**src/rtl/irrigacao_multizona_if.sv**
```systemverilog
// Signal bundle between the multi-zone irrigation controller and its surroundings:
// reservoir probes, per-zone sensors, display select and every registered output.
interface irrigacao_multizona_if #(
    parameter int ZONES = 4
);
    logic             nivel_a;
    logic             nivel_m;
    logic             nivel_b;
    logic [ZONES-1:0] us;
    logic [ZONES-1:0] ua;
    logic [ZONES-1:0] t_alta;
    logic             sel_exib;
    logic             al;
    logic             ve;
    logic [ZONES-1:0] gt;
    logic [ZONES-1:0] asp;
    logic [2:0]       zona_ativa;
    logic [6:0]       seg;

    modport master (
        output nivel_a, nivel_m, nivel_b, us, ua, t_alta, sel_exib,
        input  al, ve, gt, asp, zona_ativa, seg
    );

    modport slave (
        input  nivel_a, nivel_m, nivel_b, us, ua, t_alta, sel_exib,
        output al, ve, gt, asp, zona_ativa, seg
    );
endinterface

```
**src/rtl/irrigacao_multizona.sv**
```systemverilog
// Shared-reservoir supervisor (alarm, fill valve with hysteresis) plus a round-robin
// scheduler running timed drip or sprinkler cycles per zone, and a 7-segment digit.
module irrigacao_multizona #(
    parameter int ZONES  = 4,
    parameter int DUR_GT = 16,
    parameter int DUR_AS = 8
) (
    input logic                clk,
    input logic                rst_n,
    irrigacao_multizona_if.slave bus
);
    localparam int DUR_MAX = (DUR_GT > DUR_AS) ? DUR_GT : DUR_AS;
    localparam int CNT_W   = $clog2(DUR_MAX + 1);
    localparam logic [CNT_W-1:0] CNT_GT   = CNT_W'(DUR_GT);
    localparam logic [CNT_W-1:0] CNT_AS   = CNT_W'(DUR_AS);
    localparam logic [CNT_W-1:0] CNT_ONE  = CNT_W'(1);
    localparam logic [2:0]       PTR_LAST = 3'(ZONES - 1);

    typedef enum logic [1:0] {IDLE, REGA, PAUSA} state_t;

    state_t           state;
    logic [2:0]       ptr;
    logic [CNT_W-1:0] cnt;
    logic             al_q;
    logic             ve_q;
    logic [ZONES-1:0] gt_q;
    logic [ZONES-1:0] asp_q;
    logic [2:0]       zona_q;
    logic [6:0]       seg_q;

    logic             fault;
    logic             empty;
    logic [1:0]       lvl;
    logic             us_cur;
    logic             ua_cur;
    logic             ta_cur;
    logic [ZONES-1:0] zone_bit;
    logic [2:0]       ptr_next;
    logic [6:0]       seg_next;

    function automatic logic [6:0] seg_digit(input logic [2:0] d);
        case (d)
            3'd0:    seg_digit = 7'b1111110;
            3'd1:    seg_digit = 7'b0110000;
            3'd2:    seg_digit = 7'b1101101;
            3'd3:    seg_digit = 7'b1111001;
            3'd4:    seg_digit = 7'b0110011;
            3'd5:    seg_digit = 7'b1011011;
            3'd6:    seg_digit = 7'b1011111;
            default: seg_digit = 7'b1110000;
        endcase
    endfunction

    assign fault    = (bus.nivel_a & ~bus.nivel_m) | (bus.nivel_m & ~bus.nivel_b);
    assign empty    = ~bus.nivel_b;
    assign lvl      = 2'(bus.nivel_a) + 2'(bus.nivel_m) + 2'(bus.nivel_b);
    assign zone_bit = ZONES'(1) << ptr;
    assign ptr_next = (ptr == PTR_LAST) ? 3'd0 : ptr + 3'd1;

    // Sensor bits of the zone under the pointer.
    always_comb begin
        us_cur = 1'b0;
        ua_cur = 1'b0;
        ta_cur = 1'b0;
        for (int i = 0; i < ZONES; i++) begin
            if (ptr == 3'(i)) begin
                us_cur = bus.us[i];
                ua_cur = bus.ua[i];
                ta_cur = bus.t_alta[i];
            end
        end
    end

    always_comb begin
        seg_next = 7'b0000001;
        if (!bus.sel_exib)
            seg_next = fault ? 7'b1001111 : seg_digit({1'b0, lvl});
        else if (state == REGA)
            seg_next = seg_digit(ptr);
    end

    // Reservoir supervision: set below medium, clear at high or on fault, else hold.
    always_ff @(posedge clk or negedge rst_n) begin
        if (!rst_n) begin
            al_q  <= 1'b0;
            ve_q  <= 1'b0;
            seg_q <= 7'b1111110;
        end else begin
            al_q  <= fault | empty;
            seg_q <= seg_next;
            if (bus.nivel_a || fault)
                ve_q <= 1'b0;
            else if (!bus.nivel_m)
                ve_q <= 1'b1;
        end
    end

    // Scheduler; the enable vectors themselves hold the mode chosen at cycle start.
    always_ff @(posedge clk or negedge rst_n) begin
        if (!rst_n) begin
            state  <= IDLE;
            ptr    <= 3'd0;
            cnt    <= '0;
            gt_q   <= '0;
            asp_q  <= '0;
            zona_q <= 3'd0;
        end else begin
            case (state)
                IDLE: begin
                    if (us_cur && !al_q) begin
                        state  <= REGA;
                        zona_q <= ptr;
                        if (ta_cur && !ua_cur) begin
                            asp_q <= zone_bit;
                            cnt   <= CNT_AS;
                        end else begin
                            gt_q <= zone_bit;
                            cnt  <= CNT_GT;
                        end
                    end else begin
                        ptr <= ptr_next;
                    end
                end
                REGA: begin
                    if (cnt <= CNT_ONE || !us_cur || al_q) begin
                        state  <= PAUSA;
                        cnt    <= '0;
                        gt_q   <= '0;
                        asp_q  <= '0;
                        zona_q <= 3'd0;
                    end else begin
                        cnt <= cnt - CNT_ONE;
                    end
                end
                PAUSA: begin
                    state <= IDLE;
                    ptr   <= ptr_next;
                end
                default: state <= IDLE;
            endcase
        end
    end

    assign bus.al         = al_q;
    assign bus.ve         = ve_q;
    assign bus.gt         = gt_q;
    assign bus.asp        = asp_q;
    assign bus.zona_ativa = zona_q;
    assign bus.seg        = seg_q;
endmodule

```
**src/flat_wrapper.sv**
```systemverilog
// flat-port wrapper written by rule: the top's interface ports become plain ports
module irrigacao_multizona_flat 
#(
    parameter int ZONES  = 4,
    parameter int DUR_GT = 16,
    parameter int DUR_AS = 8
)
  (clk, rst_n, bus_nivel_a, bus_nivel_m, bus_nivel_b, bus_us, bus_ua, bus_t_alta, bus_sel_exib, bus_al, bus_ve, bus_gt, bus_asp, bus_zona_ativa, bus_seg);
  irrigacao_multizona_if #(.ZONES(ZONES)) bus_i ();
  input logic clk;
  input logic rst_n;
  input wire logic [$bits(bus_i.nivel_a)-1:0] bus_nivel_a;
  input wire logic [$bits(bus_i.nivel_m)-1:0] bus_nivel_m;
  input wire logic [$bits(bus_i.nivel_b)-1:0] bus_nivel_b;
  input wire logic [$bits(bus_i.us)-1:0] bus_us;
  input wire logic [$bits(bus_i.ua)-1:0] bus_ua;
  input wire logic [$bits(bus_i.t_alta)-1:0] bus_t_alta;
  input wire logic [$bits(bus_i.sel_exib)-1:0] bus_sel_exib;
  output wire logic [$bits(bus_i.al)-1:0] bus_al;
  output wire logic [$bits(bus_i.ve)-1:0] bus_ve;
  output wire logic [$bits(bus_i.gt)-1:0] bus_gt;
  output wire logic [$bits(bus_i.asp)-1:0] bus_asp;
  output wire logic [$bits(bus_i.zona_ativa)-1:0] bus_zona_ativa;
  output wire logic [$bits(bus_i.seg)-1:0] bus_seg;
  assign bus_i.nivel_a = bus_nivel_a;
  assign bus_i.nivel_m = bus_nivel_m;
  assign bus_i.nivel_b = bus_nivel_b;
  assign bus_i.us = bus_us;
  assign bus_i.ua = bus_ua;
  assign bus_i.t_alta = bus_t_alta;
  assign bus_i.sel_exib = bus_sel_exib;
  assign bus_al = bus_i.al;
  assign bus_ve = bus_i.ve;
  assign bus_gt = bus_i.gt;
  assign bus_asp = bus_i.asp;
  assign bus_zona_ativa = bus_i.zona_ativa;
  assign bus_seg = bus_i.seg;
  irrigacao_multizona #(.ZONES(ZONES), .DUR_GT(DUR_GT), .DUR_AS(DUR_AS)) u_core (.clk(clk), .rst_n(rst_n), .bus(bus_i));
endmodule
```
**config.mk**
```make
export PLATFORM = sky130hd
export DESIGN_NAME = irrigacao_multizona_flat
export DESIGN_NICKNAME = d
export VERILOG_FILES = /design/src/rtl/irrigacao_multizona_if.sv /design/src/rtl/irrigacao_multizona.sv /design/src/flat_wrapper.sv
export SDC_FILE = /design/constraint.sdc
export NUM_CORES = 1
export LEC_CHECK = 0
export ABC_CLOCK_PERIOD_IN_PS = 2400
export CORE_ASPECT_RATIO = 1.75
export CORE_MARGIN = 2
export CORE_UTILIZATION = 49
export CTS_CLUSTER_SIZE = 30
export DETAILED_ROUTE_END_ITERATION = 7
export HOLD_SLACK_MARGIN = 0.06
export MAX_ROUTING_LAYER = met4
export PLACE_DENSITY = 0.87
export SYNTH_ARGS = -nofsm -noshare
export SYNTH_HDL_FRONTEND = slang
export SYNTH_SLANG_ARGS = --single-unit
```
**constraint.sdc**
```tcl
create_clock -name clk -period 2.4 [get_ports clk]
set_input_delay 0.48 -clock clk [delete_from_list [all_inputs] [get_ports clk]]
set_output_delay 0.48 -clock clk [all_outputs]
set_load 0.02 [all_outputs]
```
==> results, run 1 <==
- The post-CTS repair timing setup buffer count is 0.
- The endpoint identified for the worst register-to-register timing path is u_core.bus.zona_ativa[1].
- The standard-cell row count is 27.
- The worst hold path begins at u_core.bus.zona_ativa[0].
- In the final layout, the share of cells above drive strength 1 is 17.2%.
- The worst hold path terminates at u_core.bus.zona_ativa[0].
- During I/O placement, the number of pins put on the boundary was 38.
- The total iterations of the first detailed-routing run is 4.
- The depth of the worst register-to-register path is 7.
- In the global route stage, overall resource usage came out at between 20% and 30%.
- In this run the power density over the cells is roughly 1100 mW/mm^2.
- The initial core utilization is 51.4%.
- The number of warnings issued by yosys is 0.
- The fraction of post-synthesis cell area in the top cell type by area is between 30 and 40%.
- The most common library cell in the layout ignoring fill and taps is sky130_fd_sc_hd__clkdlybuf4s50_1.
- The startpoint class of the critical path is a register.
- In this run, post-CTS hold repair placed 0 buffers.
- The area growth from synthesis to layout is 34.2%.
- The pre-CTS worst setup slack is 0.0301 ns.
- The sequential element share of the synthesized area is between 40% and 50%.
- Across all setup checks in the final design, the least slack found is between 0.1 and 0.15 ns.
- The setup check on the worst reg-to-reg path leaves a slack of 0.14 ns.
- The number of max-slew violations in the final report was 0.
- During placement, the flow inserted port buffers numbering 37.
- The count of cell types in the netlist is 44.
- The tool flagged a number of max-cap violations equal to 0.
- For the pin with the worst max-slew slack, the measured transition is 0.549 ns.
- At the end of routability-driven placement, the weighted congestion stood at approximately 0.84.
- Dividing the detail-routed via count by the number of cells gives 5.53.
- Traced cell by cell, the critical path runs through inv_1 > ha_1 > inv_2 > o311ai_4 > nor3_2 > a211oi_2 > mux2_2.
- The first global-routing pass estimated about 6500 um of wire.
- The type of destination of the critical path is a register.
- In this run the mean area of a mapped cell was slightly above 10 sq um.
- Timing would allow up to between 0.4 and 0.5 GHz.
- For this run, the post-layout net count is about 230.
- The cell count of the worst hold path is 1.
- The post-cts repair resize count is 0.
- In the post-synthesis netlist, the biggest area contributors are sky130_fd_sc_hd__dfrtp_1 37%, sky130_fd_sc_hd__dfstp_2 9.8%, sky130_fd_sc_hd__mux2i_1 6.2%.
- The full die area is ~0.0038 sq mm.
- At the later pin of the worst-skew pair, clock insertion delay measures between 0.2 and 0.3 ns.
- The clock passes through at most 2 buffers.
- The number of sinks on the clock net is 30.
- The final hold violation count is 0.
- The final instance area is 0.00217 sq mm.
- The cell area after synthesis is 0.00162 sq mm.
- Across all layers, the routed design uses 1361 vias.
- In the layout the commonest cells are 37 x sky130_fd_sc_hd__clkdlybuf4s50_1, 24 x sky130_fd_sc_hd__dfrtp_1, 17 x sky130_fd_sc_hd__nand2_1, 15 x sky130_fd_sc_hd__inv_1, 13 x sky130_fd_sc_hd__nor2_1.
- The worst endpoint required time is 2.57 ns.
- The final setup violation count is 0.
- Summed over all layers, the global routing overflow is 0.
- The total inserted antenna cells is 0.
- The total nets after synthesis is approximately 180.
- Along the worst path, the maximum fanout reaches 5.
- The H-tree generated during clock tree synthesis spans 2 levels.
- After routing, the total negative slack on setup checks comes to 0 ns.
- The worst path needs approximately 2.3 ns of the cycle, external delays included.
- The cell type with the largest total area after synthesis is sky130_fd_sc_hd__dfrtp_1.
- The final antenna-violating net count is 0.
- The largest stage delay on the critical path is 0.45 ns.
- In this run the vertical extent of the chip is about 80 um.
- The core area is ~0.0031 sq mm.
- The run finished with clean final reports.
- The classification of the worst setup path is reg -> reg.
- The tree is rooted in a sky130_fd_sc_hd__clkbuf_8.
- After detailed routing, the number of remaining DRC violations is 0.
- The critical path's slowest cell is sky130_fd_sc_hd__o311ai_4.
- The placed cell area is ~0.0021 sq mm.
- The startpoint of the lowest-slack register-to-register path is u_core.ptr[0].
- Across the VDD grid, the largest voltage drop is between 600 and 700 uV.
- Of the available clock period, the critical path in the final layout requires between 90% and 100%.
- The detailed placement HPWL is approximately 3000 um.
- TritonCTS built the clock tree.
- For this design the static power due to leakage is approximately 0.98 nW.
- The count of fill cells added during filler insertion is around 220.
- The min-delay analysis places its worst path in the category reg -> reg.
- The post-detailed-routing wire length is between 3000 and 4000 um.
- The overall die width is ~47 um.
- Buffers inserted during clock tree synthesis total 5.
- The worst clock skew is roughly 0.0056 ns.
- The detailed router finished its first iteration with 47 violations.
- Setup repair after global routing left no endpoint under its margin.
- Entering global routing, the biggest net connects 31 pins.
- The worst-case headroom to the max-slew limit is 63.2%.
- The average wire per cell in the routed design is between 15 and 20 um.
- The post-CTS clock slew at the launch and capture registers of the worst setup and hold paths is roughly 0.06 ns.
- The area taken by flip-flops and latches is 758 sq um.
- The number of global-route vias before repair is roughly 1400.
- The initial antenna violation count came to 0.
- Data on the critical path arrives at its endpoint at around 2.4 ns.
- The post-synthesis sequential element count is 30.
- The post-synthesis cell count is between 150 and 200.
- The multi-input combinational cells in the finished layout cover a total of 797 sq um.
==> logic make-up (layout without fill, tap and decap cells) <==
group | count (synthesis) | count (layout) | share of synthesized area (%)
buffers and inverters | 19 | 66 | 4.49
adder cells (fa/ha/maj) | 7 | 7 | 5.89
flip-flops | 30 | 30 | 46.9
multiplexers | 14 | 14 | 8.99
AND/OR/NAND/NOR | 45 | 45 | 14.2
AO/OA/AOI/OAI | 41 | 41 | 19.5
==> worst max-delay path, delay by kind of cell (launching register included) <==
kind                     cells  cell delay (ns)
AO/OA/AOI/OAI                2             0.78
adder cells (fa/ha/maj)      1             0.25
buffers and inverters        2             0.24
flip-flops                   1             0.40
multiplexers                 1             0.37
AND/OR/NAND/NOR              1             0.11
==> final cells by class <==
class | count | share of cell area, %
well taps | 43 | 2.48
clock inverters | 1 | 0.231
flip-flops and latches | 30 | 35.0
clock buffers | 7 | 3.98
multi-input cells | 107 | 36.8
inverters | 16 | 2.77
repair buffers | 42 | 18.8
==> per-stage QoR <==
step	instances	power (mW)	hold slack [ns]	util (%)
floorplan	156	1.59	0.184	-
global placement	238	2.00	0.485	65.7
detailed placement	238	2.06	0.495	65.7
CTS	246	2.48	0.509	68.6
global route	246	2.64	0.529	69.0
finish	246	2.49	0.510	69.0
==> power breakdown <==
| group | total (mW) | switching (mW) | leakage, nW | internal (mW) |
|---|---|---|---|---|
| registers | 0.771 | 0.104 | 0.374 | 0.666 |
| logic | 1.31 | 0.734 | 0.562 | 0.575 |
| clock network | 0.409 | 0.179 | 0.0482 | 0.231 |
==> Yosys cell counts (all sizes together) <==
| cell | instances |
|---|---|
| nand3 | 3 |
| inv | 16 |
| a211o | 1 |
| nor3 | 3 |
| nor4bb | 1 |
| o32ai | 1 |
| a21o | 2 |
| nand2 | 17 |
| and2b | 1 |
| a211oi | 4 |
| nor4 | 1 |
| nor2b | 1 |
| dfrtp | 24 |
| o22ai | 2 |
| ha | 6 |
| nand2b | 1 |
| a2bb2oi | 1 |
| a32oi | 2 |
| nand3b | 1 |
| or2b | 1 |
| a31oi | 1 |
| o21bai | 1 |
| dfstp | 6 |
| a311oi | 1 |
| mux2i | 10 |
| clkbuf | 3 |
| nor2 | 13 |
| a21oi | 7 |
| a22oi | 2 |
| or3 | 1 |
| fa | 1 |
| o31ai | 1 |
| o211a | 1 |
| mux2 | 4 |
| o21a | 1 |
| o21ai | 11 |
| or2 | 1 |
| o311ai | 1 |
| o2bb2ai | 1 |
==> flip-flops by register name, summed over array words and instances, names as in the netlist <==
signal / count
u_core.bus.al: 1
u_core.bus.asp: 4
u_core.bus.gt: 4
u_core.bus.seg: 7
u_core.bus.ve: 1
u_core.bus.zona_ativa: 3
u_core.cnt: 5
u_core.ptr: 3
u_core.state: 2
==> worst max-delay path by stage <==
stage,start,cells after the start,end
finish,u_core.ptr[0],7,u_core.bus.zona_ativa[1]
global route,u_core.ptr[1],7,u_core.bus.zona_ativa[1]
CTS,u_core.ptr[0],7,u_core.bus.zona_ativa[1]
detailed placement,bus_us[1],6,u_core.bus.zona_ativa[1]
global placement,bus_us[1],6,u_core.bus.zona_ativa[0]
floorplan,u_core.ptr[0],7,u_core.bus.zona_ativa[0]
==> layer usage <==
layer  wire [um]  up-vias  part of all wire (%)  global-route usage, %
met3         185       15                   4.8                   6.11
met5           0        -                     0                      -
li1            -      641                     -                      -
met4         148        0                   3.9                   13.1
met1        1360      662                    36                   26.3
met2        2130       43                    56                   41.2
No activity file was read; power rests on OpenSTA's default activity.
==> inputs of run 2 (changes only) <==
- CORE_MARGIN: 2 -> default
- CTS_CLUSTER_DIAMETER: default -> 150
- SLEW_MARGIN: default -> 20
==> run 2 against run 1 <==
  * Setup slack worse by 0.023 ns
  * Sequential power up 0.5%
  * Final area up 0.87%
  * Register-to-register slack worse by 0.02 ns
  * Non-clock buffer count down 1
  * Routed wire length up 0.94%
  * Via count up 0.88%
  * Critical path type unchanged
  * Clock power up 16%
  * Critical path depth unchanged
  * Highest routed layer unchanged
  * Global-route usage up 0.60 points
  * Flip-flop and latch count unchanged
==> results, run 2 (synthesis gave the netlist of run 1 again) <==
- The run finished with clean final reports.
- The die covers 0.00354 sq mm.
- The type of destination of the critical path is a register.
- Leaving out fill and tap cells, the most frequent cell in the layout is sky130_fd_sc_hd__clkdlybuf4s50_1.
- The first TritonRoute pass finished after 4 iterations.
- The standard-cell row count is 27.
- The worst clock skew is roughly 0.0024 ns.
- The ratio of total power to cell area is approximately 1200 mW/mm^2.
- The net total in the final layout is about 230.
- In the finished design, the share of the clock period the worst path needs comes to a little over nine tenths.
- The maximum resistive drop on vdd is 725 uV.
- Routability-driven placement finished with a final weighted congestion of just under 0.9.
- The via count of the routed design is between 1000 and 1500.
- met2 is the most crowded layer.
- In this run the static leakage power is about 1 nW.
- Summing all flip-flop and latch instances after layout gives approximately 760 sq um.
- The flip-flop count of the largest register after layout is 7.
- The top cell types in the final layout, fill and taps aside, are 37 x sky130_fd_sc_hd__clkdlybuf4s50_1, 24 x sky130_fd_sc_hd__dfrtp_1, 17 x sky130_fd_sc_hd__nand2_1, 15 x sky130_fd_sc_hd__inv_1, 13 x sky130_fd_sc_hd__nor2_1.
- The clock net in this run drives a total of 30 sinks.
- On the worst path, the slowest cell contributes a delay of 0.40 ns.
- The kind of path behind the tightest hold check is reg -> reg.
- The cell-internal power is ~1.5 mW.
- The post-detailed-routing wire length is 3860 um.
- The clock latency on the worst-skew pair is between 0.2 and 0.3 ns.
- The worst setup path is launched from a register.
- The worst path in the final design needs a cycle of around 2.3 ns, including I/O delays and setup.
- Entering global routing, the biggest net connects 31 pins.
- The classification of the worst setup path is reg -> reg.
- The first-pass GRT wire length is approximately 6300 um.
- The max-capacitance violation count is 0.
- The met1 track demand over resource in global routing is 26.9%.
- The die is 45.4 um wide.
- Input and output buffers added on the ports amount to 37.
- The count of H-tree levels built during CTS is 2.
- Once layout is complete, the utilization of the core stands at between 60% and 70%.
- Measured along the y axis, the die boundary spans 78.0 um.
- In this run, the combinational gates consume 51.0% of the power.
- For the final routed database, the setup TNS stands at 0 ns.
- After floorplanning, the core was sized to cover 0.00314 sq mm.
- After detailed routing, the average wire length per cell comes to approximately 16 um.
- For this configuration, the core starts out at a cell density of 51.4%.
- The remaining global-route overflow is 0.
- The fraction of layout instances using a drive strength above 1 is between 10% and 20%.
- The post-CTS repair timing setup buffer count is 0.
- The global-route track usage on met2 is about 42%.
- In the global route stage, overall resource usage came out at roughly a quarter.
- Registers are responsible for just over 30% of the overall power.
- The switching power is just over 1 mW.
- The final setup violation count is 0.
- In this run, CTS created clock tree buffers numbering 5.
- The worst path arrival time is about 2.5 ns.
- For this run, design rule violations remaining after detail routing come to 0.
- TritonCTS built the clock tree.
- The HPWL after detailed placement is around 3000 um.
- The area growth from synthesis to layout is 35.4%.
- The number of max-slew violations in the final report came to 0.
- The number of hold buffers added after CTS was 0.
- Pin placement for this block handled 38 I/O pins.
- The tree is rooted in a sky130_fd_sc_hd__clkbuf_8.
- The highest attainable clock frequency is 0.439 GHz.
- The initial antenna violation count is 0.
- The final hold violation count is 0.
- Measured against its own limit, the worst slew margin works out to between 60% and 70%.
- The total inserted antenna cells is 0.
- The area used by multi-input combinational logic is 805 sq um.
- After detailed routing, the number of vias per cell comes to around 5.6.
- The number of global-route vias before repair is 1400.
- The clock passes through at most 2 buffers.
- At the pin with the least slew margin, the transition time is between 0.4 and 0.5 ns.
- After the first detailed-routing iteration, the DRC count stood at between 40 and 50.
- Traced cell by cell, the critical path runs through inv_1 > ha_1 > a211o_2 > a31oi_4 > nor3_2 > a211oi_2 > mux2_2.
- The met3 layer usage reported by global route is 6.51%.
- In this run switching power makes up around two fifths of total power.
- The clock share of power is between 10% and 20%.
- The worst-case hold slack is between 0.5 and 0.6 ns.
- The final antenna-violating net count is 0.
- The filler cells instantiated in the layout total ~240.
- The critical path's slowest cell is sky130_fd_sc_hd__dfrtp_1.
- For the worst setup path, the data required time is 2.57 ns.
- The post-CTS clock slew at the launch and capture registers of the worst setup and hold paths is approximately 0.06 ns.
- Setup repair after global routing left no endpoint under its margin.
- The maximum fanout encountered on the critical timing path is 7.
## run 2: cell count changes in the layout (fill, tap and decap cells not counted)
cell and change:
sky130_fd_sc_hd__clkbuf_8 +2, sky130_fd_sc_hd__buf_4 -1, sky130_fd_sc_hd__clkbuf_1 -1, sky130_fd_sc_hd__clkinv_2 -1
sky130_fd_sc_hd__ha_1 -1, sky130_fd_sc_hd__ha_2 +1, sky130_fd_sc_hd__nand3_1 -1, sky130_fd_sc_hd__nand3_2 +1
## run 2: layout make-up
class                      count  share of cell area (%)
clock buffer                   8                    5.03
tap                           43                    2.46
sequential                    30                    34.7
multi-input combinational    107                    36.8
timing repair buffer          41                    18.3
inverter                      16                    2.75
## run 2: timing repair
action	in CTS	in global routing
endpoints found under the setup margin	0	10
resized for setup	0	4
endpoints found under the hold margin	0	0
## run 2: layer usage
layer | up-vias | share of wire, % | routed length, um
met4 | 0 | 4.9 | 187
met1 | 672 | 36 | 1400
met2 | 47 | 54 | 2100
met3 | 17 | 4.4 | 169
li1 | 637 | - | -
met5 | - | 0 | 0
## run 2: power groups by stage
stage | sequential (mW) | clock, mW | combinational, mW
CTS | 0.772 | 0.487 | 1.28
global placement | 0.767 | 0 | 1.21
detailed placement | 0.782 | 0 | 1.27
finish | 0.775 | 0.476 | 1.30
floorplan | 0.865 | 0 | 0.726
global route | 0.793 | 0.508 | 1.40
## run 2: worst paths after layout
kind                                     startpoint                       end  slack, ns  cells past startpoint
max                                   u_core.ptr[1]  u_core.bus.zona_ativa[1]       0.12                      7
min                        u_core.bus.zona_ativa[2]  u_core.bus.zona_ativa[2]       0.51                      1
max reg2reg                           u_core.ptr[1]  u_core.bus.zona_ativa[1]       0.12                      7
min reg2reg                u_core.bus.zona_ativa[2]  u_core.bus.zona_ativa[2]       0.51                      1
max in group asynchronous                     rst_n         u_core.bus.seg[2]       1.50                      2
min in group asynchronous                     rst_n          u_core.bus.gt[3]       0.58                      2
## run 2: critical path: cells and delay by family, from the launching register on
family | cells | cell delay [ns]
AO/OA/AOI/OAI | 3 | 0.89
multiplexers | 1 | 0.37
buffers and inverters | 1 | 0.11
adder cells (fa/ha/maj) | 1 | 0.30
flip-flops | 1 | 0.40
AND/OR/NAND/NOR | 1 | 0.10
## run 2: metrics by stage
stage / power, mW / cell area, sq um / setup WS (ns) / instances
global route: 2.70 / 2190 / 0.0359 / 245
global placement: 1.98 / 2060 / 0.0596 / 237
floorplan: 1.59 / 1620 / 0.283 / 156
finish: 2.55 / 2190 / 0.121 / 245
CTS: 2.54 / 2170 / 0.00452 / 245
detailed placement: 2.05 / 2060 / 0.0145 / 237
